### config.mk
export PLATFORM = sky130hd
export DESIGN_NAME = counter_sched
export DESIGN_NICKNAME = d
export VERILOG_FILES = /design/src/rtl/counter_sched_pkg.sv /design/src/rtl/counter_sched_cnt_core.sv /design/src/rtl/counter_sched.sv
export SDC_FILE = /design/constraint.sdc
export NUM_CORES = 1
export LEC_CHECK = 0
export CORE_MARGIN = 2
export CORE_UTILIZATION = 47
export DETAILED_ROUTE_END_ITERATION = 8
export PLACE_DENSITY_LB_ADDON = 0.1
export SLEW_MARGIN = 20
export SYNTH_ARGS = -nofsm -noshare
export SYNTH_HDL_FRONTEND = slang
export SYNTH_SLANG_ARGS = --single-unit
### constraint.sdc
create_clock -name clock -period 2.4 [get_ports clock]
set_input_delay 0.48 -clock clock [delete_from_list [all_inputs] [get_ports clock]]
set_output_delay 0.48 -clock clock [all_outputs]
set_load 0.01 [all_outputs]
### src/rtl/counter_sched_pkg.sv
// counter_sched_pkg: shared definitions for the counter scheduler.
//   - WIDTH_DEF : default width of the count datapath and length inputs
//   - state_t   : scheduler FSM states (IDLE, RUN, DONE)
//   - onehot2   : converts a one-bit requester index to a 2-bit one-hot vector
package counter_sched_pkg;

    localparam int WIDTH_DEF = 4;

    typedef enum logic [1:0] {
        ST_IDLE = 2'd0,
        ST_RUN  = 2'd1,
        ST_DONE = 2'd2
    } state_t;

    function automatic logic [1:0] onehot2(input logic sel);
        logic [1:0] vec;
        if (sel) begin
            vec = 2'b10;
        end else begin
            vec = 2'b01;
        end
        return vec;
    endfunction

endpackage

### src/rtl/counter_sched_cnt_core.sv
// cnt_core: WIDTH-bit up-counter for the scheduler datapath.
//   clock   : rising-edge clock
//   reset_n : asynchronous active-low reset, clears the count
//   clr     : synchronous clear to zero (has priority over en)
//   en      : increment by one when high
//   cnt     : registered count value
module cnt_core #(
    parameter int WIDTH = 4
) (
    input  logic             clock,
    input  logic             reset_n,
    input  logic             clr,
    input  logic             en,
    output logic [WIDTH-1:0] cnt
);

    logic [WIDTH-1:0] cnt_r;

    // Count register: clear wins over increment; otherwise hold.
    always_ff @(posedge clock or negedge reset_n) begin
        if (!reset_n) begin
            cnt_r <= {WIDTH{1'b0}};
        end else if (clr) begin
            cnt_r <= {WIDTH{1'b0}};
        end else if (en) begin
            cnt_r <= cnt_r + {{(WIDTH-1){1'b0}}, 1'b1};
        end else begin
            cnt_r <= cnt_r;
        end
    end

    assign cnt = cnt_r;

endmodule

### src/rtl/counter_sched.sv
// counter_sched: two-requester round-robin scheduler for one shared counter.
// The granted requester owns the counter, which runs from 0 up to that
// requester's length (latched at grant), then a one-cycle done pulse is sent.
//   clock   : rising-edge clock
//   reset_n : asynchronous active-low reset
//   req     : per-requester request levels
//   len0/1  : terminal counts, sampled at grant only
//   pause   : freezes the count while running
//   gnt     : one-hot grant, high for the owner throughout RUN
//   busy    : high in RUN and DONE
//   cnt     : shared counter value
//   done    : one-cycle completion pulse to the owner
module counter_sched
    import counter_sched_pkg::*;
#(
    parameter int WIDTH = WIDTH_DEF
) (
    input  logic             clock,
    input  logic             reset_n,
    input  logic [1:0]       req,
    input  logic [WIDTH-1:0] len0,
    input  logic [WIDTH-1:0] len1,
    input  logic             pause,
    output logic [1:0]       gnt,
    output logic             busy,
    output logic [WIDTH-1:0] cnt,
    output logic [1:0]       done
);

    state_t           state_r, state_s;
    logic             owner_r, owner_s;
    logic             ptr_r, ptr_s;      // requester favoured when both request
    logic [WIDTH-1:0] len_r, len_s;
    logic [1:0]       gnt_r, done_r;
    logic             busy_r;
    logic             cnt_clr_s, cnt_en_s;
    logic [WIDTH-1:0] cnt_s;

    cnt_core #(.WIDTH(WIDTH)) u_cnt_core (
        .clock   (clock),
        .reset_n (reset_n),
        .clr     (cnt_clr_s),
        .en      (cnt_en_s),
        .cnt     (cnt_s)
    );

    // Next-state, arbitration and counter control.
    always_comb begin
        state_s   = state_r;
        owner_s   = owner_r;
        ptr_s     = ptr_r;
        len_s     = len_r;
        cnt_clr_s = 1'b0;
        cnt_en_s  = 1'b0;
        case (state_r)
            ST_IDLE: begin
                if (req != 2'b00) begin
                    if (req == 2'b11) begin
                        owner_s = ptr_r;
                    end else begin
                        owner_s = req[1];
                    end
                    if (owner_s) begin
                        len_s = len1;
                    end else begin
                        len_s = len0;
                    end
                    cnt_clr_s = 1'b1;
                    state_s   = ST_RUN;
                end else begin
                    state_s = ST_IDLE;
                end
            end
            ST_RUN: begin
                // Withdrawal by the owner aborts the run; the count is left
                // where it stopped and the other requester gets priority.
                if (!req[owner_r]) begin
                    state_s = ST_IDLE;
                    ptr_s   = ~owner_r;
                end else if (cnt_s == len_r) begin
                    state_s = ST_DONE;
                end else begin
                    state_s  = ST_RUN;
                    cnt_en_s = ~pause;
                end
            end
            ST_DONE: begin
                state_s = ST_IDLE;
                ptr_s   = ~owner_r;
            end
            default: begin
                state_s = ST_IDLE;
            end
        endcase
    end

    // State, owner, pointer, latched length and registered outputs.
    // Outputs are decoded from the next state so they line up with it.
    always_ff @(posedge clock or negedge reset_n) begin
        if (!reset_n) begin
            state_r <= ST_IDLE;
            owner_r <= 1'b0;
            ptr_r   <= 1'b0;
            len_r   <= {WIDTH{1'b0}};
            gnt_r   <= 2'b00;
            done_r  <= 2'b00;
            busy_r  <= 1'b0;
        end else begin
            state_r <= state_s;
            owner_r <= owner_s;
            ptr_r   <= ptr_s;
            len_r   <= len_s;
            gnt_r   <= (state_s == ST_RUN)  ? onehot2(owner_s) : 2'b00;
            done_r  <= (state_s == ST_DONE) ? onehot2(owner_s) : 2'b00;
            busy_r  <= (state_s != ST_IDLE);
        end
    end

    assign gnt  = gnt_r;
    assign done = done_r;
    assign busy = busy_r;
    assign cnt  = cnt_s;

endmodule

==> results of run 1 <==
-- placed cells by master (no fill, tap or decap), types with 2 or more instances in the layout --
cell type         n
clkdlybuf4s50_1  21
dfrtp_1          17
mux2i_1          10
nand2_1          10
inv_1             5
o21ai_1           5
xnor2_1           4
nor2_1            4
clkbuf_4          3
a21oi_1           2
nor2b_1           2
o21ai_0           2
-- layer usage --
metal	track usage	vias to the layer above	share of wire
met5	0	-	0
met4	0.07059	0	0.014
met3	0.03600	2	0.043
met2	0.2714	19	0.49
met1	0.2191	271	0.45
li1	-	306	-
-- registers in the layout, summed over array words and instances (netlist names) --
signal          flops
len_r               4
gnt                 2
busy                1
ptr_r               1
u_cnt_core.cnt      4
owner_r             1
state_r             2
done                2
-- cells by family (layout without fill, tap and decap cells) --
group	after synthesis	after routing	synth area share
muxes	10	10	0.1262
buffers and inverters	6	31	0.02996
AOI/OAI and AO/OA	13	13	0.09465
and+or+nand+nor	24	24	0.1530
adders and majority gates	1	1	0.01577
DFF	17	17	0.5363
xor gates and xnor gates	4	4	0.04416
-- per-stage QoR --
stage	setup WS [ns]	instances	area (µm²)
2_1_floorplan	1.151	75	793.3
3_3_place_gp	0.5659	112	1026
3_5_place_dp	0.5341	112	1026
4_1_cts	0.5894	116	1054
5_1_grt	0.5285	116	1054
6_report	0.5940	116	1054
-- cell usage after synthesis, drive strengths merged --
| master | instances |
|---|---|
| dfrtp | 17 |
| mux2i | 10 |
| nand2 | 10 |
| o21ai | 8 |
| inv | 5 |
| nor2 | 4 |
| xnor2 | 4 |
| a21oi | 2 |
| nor2b | 2 |
| or2 | 2 |
| a21boi | 1 |
| a31oi | 1 |
| and4b | 1 |
| buf | 1 |
| ha | 1 |
| nand2b | 1 |
| nand3 | 1 |
| nand3b | 1 |
| nand4 | 1 |
| nand4b | 1 |
| o211ai | 1 |
-- area by class of cell --
class	instances	area share
sequential	17	0.4038
multi-input combinational	52	0.3266
timing repair buffer	22	0.2067
clock buffer	3	0.02138
tap	16	0.01900
inverter	5	0.01781
clock inverter	1	0.004751
-- final timing paths --
kind | start | endpoint | slack [ns] | depth (start not counted)
max | u_cnt_core.cnt[0]$_DFFE_PN0P_ | cnt[0] | 0.59 | 1
min | len_r[3]$_DFFE_PN0N_ | len_r[3]$_DFFE_PN0N_ | 0.51 | 2
max reg2reg | u_cnt_core.cnt[0]$_DFFE_PN0P_ | gnt[1]$_DFF_PN0_ | 0.98 | 4
min reg2reg | len_r[3]$_DFFE_PN0N_ | len_r[3]$_DFFE_PN0N_ | 0.51 | 2
max in group asynchronous | reset_n | u_cnt_core.cnt[1]$_DFFE_PN0P_ | 1.32 | 1
min in group asynchronous | reset_n | gnt[0]$_DFF_PN0_ | 0.61 | 1
-- power breakdown --
| part | total, W | internal, W | switching, W |
|---|---|---|---|
| Combinational | 0.000468 | 0.000239 | 0.000229 |
| Sequential | 0.000480 | 0.000392 | 0.0000875 |
| Clock | 0.000155 | 0.0000621 | 0.0000934 |
| Total | 0.00110 | 0.000693 | 0.000410 |
==> metrics, run 1 <==
run status=completed; Setup Fix Bufs, Post-CTS=0; cell family with most CP delay=buffers and inverters; TNS Setup=0 ns; routability cong.=between 0.8 and 0.9; final hold slack=0.5129 ns; register area=425.4 µm²; ANT cells=0; Cell Area, Synth=793.3 µm²; Total GRT Usage=0.1685; chip width=about 45 µm; cts repair resizes=0; leakage dissipation=between 0.5 and 0.6 nW; Worst setup EP type=output pin; PortBufs=21; Worst-path clk slew=0.10 ns; Initial Util=0.5146; Mapped Nets=89; worst path buffer plus inverter count=1; Max Clk Rate=between 0.5 and 0.6 GHz; Core Area=around 1500 µm²; post-synth top area share=0.5363; Die ar.=2032 µm²; CP Cell Sequence=clkdlybuf4s50_1; Slew HR=0.5066; pin count of the biggest net entering global routing=18; Pwr Total=0.001103 W; minimum clock period=1.806 ns; Row Count=14; Vias/cell=5.155; clk_lat worst skew=0.29 ns; # hold bufs at CTS=0; Max Cap Viol=0; worst slew pin tran=0.7379 ns; post-synthesis cell type count=24; first-pass GRT wire length=2.387 mm; synthesis warning total=0; CP Launch Type=flop; pwr/cell area=1047 nW/µm²; Final HPWL DP=1.084 mm; final period utilization=0.7525; post-synth top area cell=dfrtp_1; Antenna Nets Post-Route=0; Routed Wire Length=1.359 mm; initial antenna violation count=0; clk buf depth=2; CTS sink cnt=17; pins over their slew limit=0; final setup fails=0; critical path fanouts, max=6; Num CTS Buffers=3; Mean Syn Cell Area=between 10 and 15 µm²; type of the worst min-delay path=flop to flop; root buffer cell=clkbuf_4; FF+latch count, synth=17; WL/cell=11.72 µm; die outline height=45.08 µm; grt total ovfl=0; Layout area overhead=32.81%; number of global-route vias before repair=between 500 and 600; Critical Path RT=1.92 ns; final core occ=0.6834; Worst Skew=roughly 0.0038 ns; TritonCTS clock tree=done; Post-Synthesis Cells=75; Final Hold Fails=0; share of post-route cells with drive strength above 1=0.06000; DRC viols=0; CP arrival=1.33 ns; Critical Path Slowest Stage Cell=clkdlybuf4s50_1; First-pass DRT Iterations=2; H-tree depth=1; RSZ-0062 raised after global routing=false; filler cell count=133; peak supply drop=approximately 0.00059 V; crit-path max cell delay=just under 0.6 ns; kind of critical path=flop to output pin; 1st-iter DRT viols=6; Seq/Total Area, Yosys=0.5363; top cells by area, synth=dfrtp_1 54%, mux2i_1 13%, nand2_1 4.7%; nets=115; vias=598; area of the multi-input gates=344.1 µm²; I/O pins=22
(Power assumes the default switching activity.)
==> inputs of run 2 (changes only) <==
- CORE_UTILIZATION: 47 -> 45
- clock period: 2.4 -> 1.7 ns (I/O delays scaled with it)
==> run 2 against run 1 <==
Sequential power is 42% higher. Via count is 6.5% higher. Final cell count is 5.2% higher. First-iteration DRC count is 17% lower. Non-clock buffer count is 5 higher. Core utilization is 3.6 points lower. Clock power is 36% higher. Worst hold slack worse by 0.14 ns. Worst setup slack worse by 0.51 ns. Sequential cell count stayed put. Sequential share of layout area is 1.4 points lower. Critical path type unchanged. Largest power group is now combinational logic.
==> metrics, run 2 (synthesis results as in run 1) <==
run status=completed; cts repair resizes=0; Initial Util=0.4696; grt total ovfl=0; worst slew pin tran=0.3336 ns; CP Cell Sequence=clkdlybuf4s50_1; most common cell after layout, fill and taps aside=clkdlybuf4s50_1; leakage dissipation=approximately 0.53 nW; Total GRT Usage=0.1676; first-pass GRT wire length=2.484 mm; final hold slack=0.3699 ns; initial antenna violation count=0; crit-path max cell delay=0.56 ns; Core Area=approximately 1700 µm²; WL/cell=~12 µm; R2R cell count=5; Vias/cell=5.221; First-pass DRT Iterations=4; Slew HR=0.7776; most frequent cells in the layout=21 x clkdlybuf4s50_1, 16 x dfrtp_1, 10 x mux2i_1, 10 x nand2_1, 6 x buf_4; kind of critical path=flop to output pin; Net Sw Power=0.0005871 W; Sw Ratio=0.3623; Num CTS Buffers=3; Critical Path RT=1.36 ns; routability cong.=0.8050; Routed Wire Length=1.439 mm; critical path fanouts, max=5; Row Count=15; DRC viols=0; PortBufs=21; minimum clock period=around 1.6 ns; Gate power share=0.449; Antenna Nets Post-Route=0; clk_lat worst skew=0.28 ns; final core occ=0.6474; Worst Skew=0.002218 ns; share of post-route cells with drive strength above 1=0.1143; worst path buffer plus inverter count=1; peak supply drop=0.0007339 V; vias=637; Die ar.=2115 µm²; clk buf depth=2; type of the worst min-delay path=input port to async pin; Layout area overhead=37.86%; Clock Power Share=0.130; non-filler cells, final=122; pin count of the biggest net entering global routing=18; CP Launch Type=flop; placed insts=approximately 120; Worst-path clk slew=about 0.1 ns; Setup Fix Bufs, Post-CTS=0; internal reg-to-reg setup slack=0.32 ns; H-tree depth=1; pwr/cell area=approximately 1500 nW/µm²; cell-internal power=0.001033 W; Final HPWL DP=1.113 mm; register share of total power=0.421; Max Clk Rate=0.6182 GHz; placed cell area=1065 µm²; # hold bufs at CTS=0; I/O pins=22; Max Cap Viol=0; die outline height=45.99 µm; Design Area, Final=1094 µm²; final setup fails=0; RSZ-0062 raised after global routing=false; WP depth=1; pins over their slew limit=0; number of global-route vias before repair=roughly 550; CTS sink cnt=17; filler cell count=about 140; CP arrival=1.28 ns; cell family with most CP delay=buffers and inverters; TritonCTS clock tree=done; root buffer cell=clkbuf_4; Final Hold Fails=0; final period utilization=0.9515; 1st-iter DRT viols=5; chip width=between 40 and 50 µm; Worst setup EP type=output pin; Critical Path Slowest Stage Cell=clkdlybuf4s50_1; ANT cells=0; nets=120
==> run 2: cell types whose count changed in the layout (fill, tap and decap cells not counted), sizes merged <==
| cell | before | now |
|---|---|---|
| buf | 1 | 6 |
==> run 2: worst register-to-register path: stages (launching register included) <==
cell	delay, ns
dfrtp_1	0.44
xnor2_1	0.18
nand4_1	0.21
a21boi_0	0.26
buf_4	0.15
nor2b_1	0.04
==> run 2: power groups by stage <==
| stage | Sequential [W] | Combinational (W) | Clock, W |
|---|---|---|---|
| 2_1_floorplan | 0.000692 | 0.000395 | 0 |
| 3_3_place_gp | 0.000685 | 0.000718 | 0 |
| 3_5_place_dp | 0.000687 | 0.000735 | 0 |
| 4_1_cts | 0.000680 | 0.000737 | 0.000221 |
| 5_1_grt | 0.000709 | 0.000822 | 0.000239 |
| 6_report | 0.000682 | 0.000727 | 0.000211 |
==> run 2: worst paths after layout <==
path                                          startpoint                            end
setup / recovery           u_cnt_core.cnt[1]$_DFFE_PN0P_                         cnt[1]
hold / removal                                   reset_n           len_r[1]$_DFFE_PN0N_
setup reg to reg           u_cnt_core.cnt[1]$_DFFE_PN0P_               gnt[1]$_DFF_PN0_
hold reg to reg                     len_r[2]$_DFFE_PN0N_           len_r[2]$_DFFE_PN0N_
max in group asynchronous                        reset_n  u_cnt_core.cnt[0]$_DFFE_PN0P_
min in group clock                  len_r[2]$_DFFE_PN0N_           len_r[2]$_DFFE_PN0N_
==> run 2: area by class of cell <==
type | count | area (µm²) | share of cell area
clock buffer | 3 | 22.52 | 0.02059
clock inverter | 1 | 5.005 | 0.004577
inverter | 5 | 18.77 | 0.01716
multi-input combinational | 52 | 344.1 | 0.3146
sequential | 17 | 426.7 | 0.3902
tap | 17 | 21.27 | 0.01945
timing repair buffer | 27 | 255.2 | 0.2334
==> run 2: through the flow <==
step	setup TNS (ns)	setup slack (ns)	power, W
after floorplan	0	0.4510	0.001088
after global placement	0	0.01879	0.001403
after detailed placement	-0.01296	-0.006560	0.001422
after CTS	0	0.02595	0.001638
after global routing	0	0.02969	0.001769
final	0	0.08252	0.001621
==> run 2: layer usage <==
layer / global-route usage / vias up / part of all wire
li1: - / 315 / -
met1: 0.2394 / 303 / 0.49
met2: 0.2444 / 17 / 0.45
met3: 0.03571 / 2 / 0.051
met4: 0.06857 / 0 / 0.0083
met5: 0 / - / 0
==> inputs of run 3 (changes only) <==
- ABC_AREA: default -> 1
- CORE_UTILIZATION: 45 -> 47
- GPL_TIMING_DRIVEN: default -> 0
==> run 3 against run 2 <==
Register-to-register slack gained 0.07 ns. Non-clock buffer count is 3 lower. Area after synthesis is 9.6% higher. Global-route usage rose by 2.3 points. Die area grew 4.5%. Count of clock-buffer cells in the layout stayed put. Synthesized cell count is 39% higher. Via count grew 15%. Sequential cell count unchanged. Wire length is 20% higher.
==> metrics, run 3 <==
share of post-route cells with drive strength above 1=0.1450; number of global-route vias before repair=between 600 and 700; worst path buffer plus inverter count=1; nets=~150; internal reg-to-reg setup slack=0.39 ns; grt total ovfl=0; count leader, synth=nand2_1; Post-synth EDFFs=0; I/O pins=22; Layout area overhead=33.09%; First-pass DRT Iterations=4; main combinational cell family by area after synthesis=simple AND/OR/NAND/NOR gates; cell family with most CP delay=buffers and inverters; Final Hold Fails=0; Worst setup EP type=output pin; CP Launch Type=flop; pin count of the biggest net entering global routing=18; most frequent cells in the layout=25 x nand2_1, 21 x clkdlybuf4s50_1, 20 x inv_1; crit-path max cell delay=around 0.56 ns; # hold bufs at CTS=0; CTS sink cnt=17; post-synth top area share=0.4892; Worst-path clk slew=roughly 0.11 ns; M3 GR Usage=0.05000; final period utilization=0.9623; TritonCTS clock tree=done; Async SR Flop Fraction=1.000; Mean Syn Cell Area=8.361 µm²; FF+latch count, synth=17; post-synth top area cell=dfrtp_1; layer with the highest usage=met2; post-synthesis cell type count=19; CP arrival=1.30 ns; Critical Path Slowest Stage Cell=clkdlybuf4s50_1; ANT cells=0; WL/cell=11.09 µm; root buffer cell=clkbuf_4; post-synthesis compound-gate area fraction=0.1439; final core occ=0.6703; met1 Usage GRT=0.2182; pins over their slew limit=0; Vias/cell=4.705; Num CTS Buffers=3; initial antenna violation count=0; post-synthesis xor/xnor area fraction=0.02014; pwr/cell area=1520 nW/µm²; Seq/Total Area, Yosys=0.4892; Cell Area, Synth=between 800 and 900 µm²; clk buf depth=2; worst slew pin tran=0.7698 ns; first-pass GRT wire length=2.877 mm; critical path fanouts, max=7; Routed Wire Length=about 1.7 mm; CP Cell Sequence=clkdlybuf4s50_1; top cells by area, synth=dfrtp_1 49%, nand2_1 11%, inv_1 8.6%; Critical Path RT=roughly 1.4 ns; Post-Synthesis Cells=about 100; Max Cap Viol=0; Synth Flop Type=dfrtp_1; run status=completed; final hold slack=0.4891 ns; die outline height=roughly 47 µm; Initial Util=0.5036; Total GRT Usage=0.1910; leakage dissipation=0.5841 nW; type of the worst min-delay path=input port to async pin; final setup fails=0; vias=734; Row Count=15; 1st-iter DRT viols=8; RSZ-0062 raised after global routing=false; Antenna Nets Post-Route=0; clk_lat worst skew=0.29 ns; kind of critical path=flop to output pin; Mapped Nets=118; Core Area=1727 µm²; Die ar.=2210 µm²; DRC viols=0; Worst Skew=roughly 0.01 ns; most common cell after layout, fill and taps aside=nand2_1; list of most frequent post-synthesis cells=25 x nand2_1, 20 x inv_1, 17 x dfrtp_1, 12 x nor2_1, 7 x nand3_1; H-tree depth=1; Final HPWL DP=1.287 mm; chip width=around 47 µm; PortBufs=21; simple-gate share of the synthesized area=0.2288; minimum clock period=1.636 ns; post-synthesis adder-cell area fraction=0.01439; multiplexer area fraction after synthesis=0; met2 usage=0.3342; Max Clk Rate=0.6113 GHz; Slew HR=0.4852; routability cong.=about 0.73; synthesis warning total=0; peak supply drop=0.001021 V
==> run 3: kinds of logic (layout without fill, tap and decap cells) <==
group	Yosys count	count (layout)
and+or+nand+nor	47	47
buffers and inverters	22	49
DFF	17	17
AOI/OAI and AO/OA	15	15
xor gates and xnor gates	2	2
adders and majority gates	1	1
==> run 3: worst paths after layout <==
check,startpoint,endpoint,depth (start not counted)
worst max-delay path,u_cnt_core.cnt[0]$_DFFE_PN0P_,cnt[0],1
worst min-delay path,reset_n,state_r[0]$_DFF_PN0_,1
worst max register to register,state_r[0]$_DFF_PN0_,done[1]$_DFF_PN0_,6
worst min register to register,ptr_r$_DFFE_PN0P_,ptr_r$_DFFE_PN0P_,2
max in group asynchronous,reset_n,u_cnt_core.cnt[2]$_DFFE_PN0P_,1
min in group clock,ptr_r$_DFFE_PN0P_,ptr_r$_DFFE_PN0P_,2
==> run 3: where the power goes <==
part	leakage (nW)	switching, W	internal [W]
Combinational	0.354	0.000479	0.000394
Sequential	0.213	0.000106	0.000563
Clock	0.0177	0.000131	0.0000874
Total	0.584	0.000715	0.00104
==> run 3: what timing repair did <==
item | in CTS | in global routing
buffers inserted | 0 | 2
resized for setup | 1 | 2
endpoints found under the setup margin | 1 | 3
==> run 3: metal layers <==
layer,vias up,share of wire
met3,2,0.029
met2,10,0.52
li1,378,-
met1,344,0.44
met5,-,0
met4,0,0.0081
==> run 3: layout make-up <==
class	count	area [µm²]
Clock inverter	1	5.005
Tap cell	25	31.28
Inverter	21	78.83
Timing Repair Buffer	23	225.2
Buffer	1	11.26
Sequential cell	17	429.2
Multi-Input combinational cell	65	354.1
Clock buffer	3	22.52
Fill cell	158	569.3
==> run 3: stage by stage <==
step                std cells  TNS [ns]  total power (W)  worst slack, ns  instance area [µm²]
global placement          150   -0.1588         0.001527         -0.05405                 1111
finish                    156         0         0.001759          0.06414                 1157
detailed placement        150   -0.1973         0.001556         -0.05825                 1111
CTS                       154         0         0.001780         0.009725                 1140
global route              156         0         0.001916          0.01328                 1157
floorplan                 104         0         0.001270           0.4857                869.6
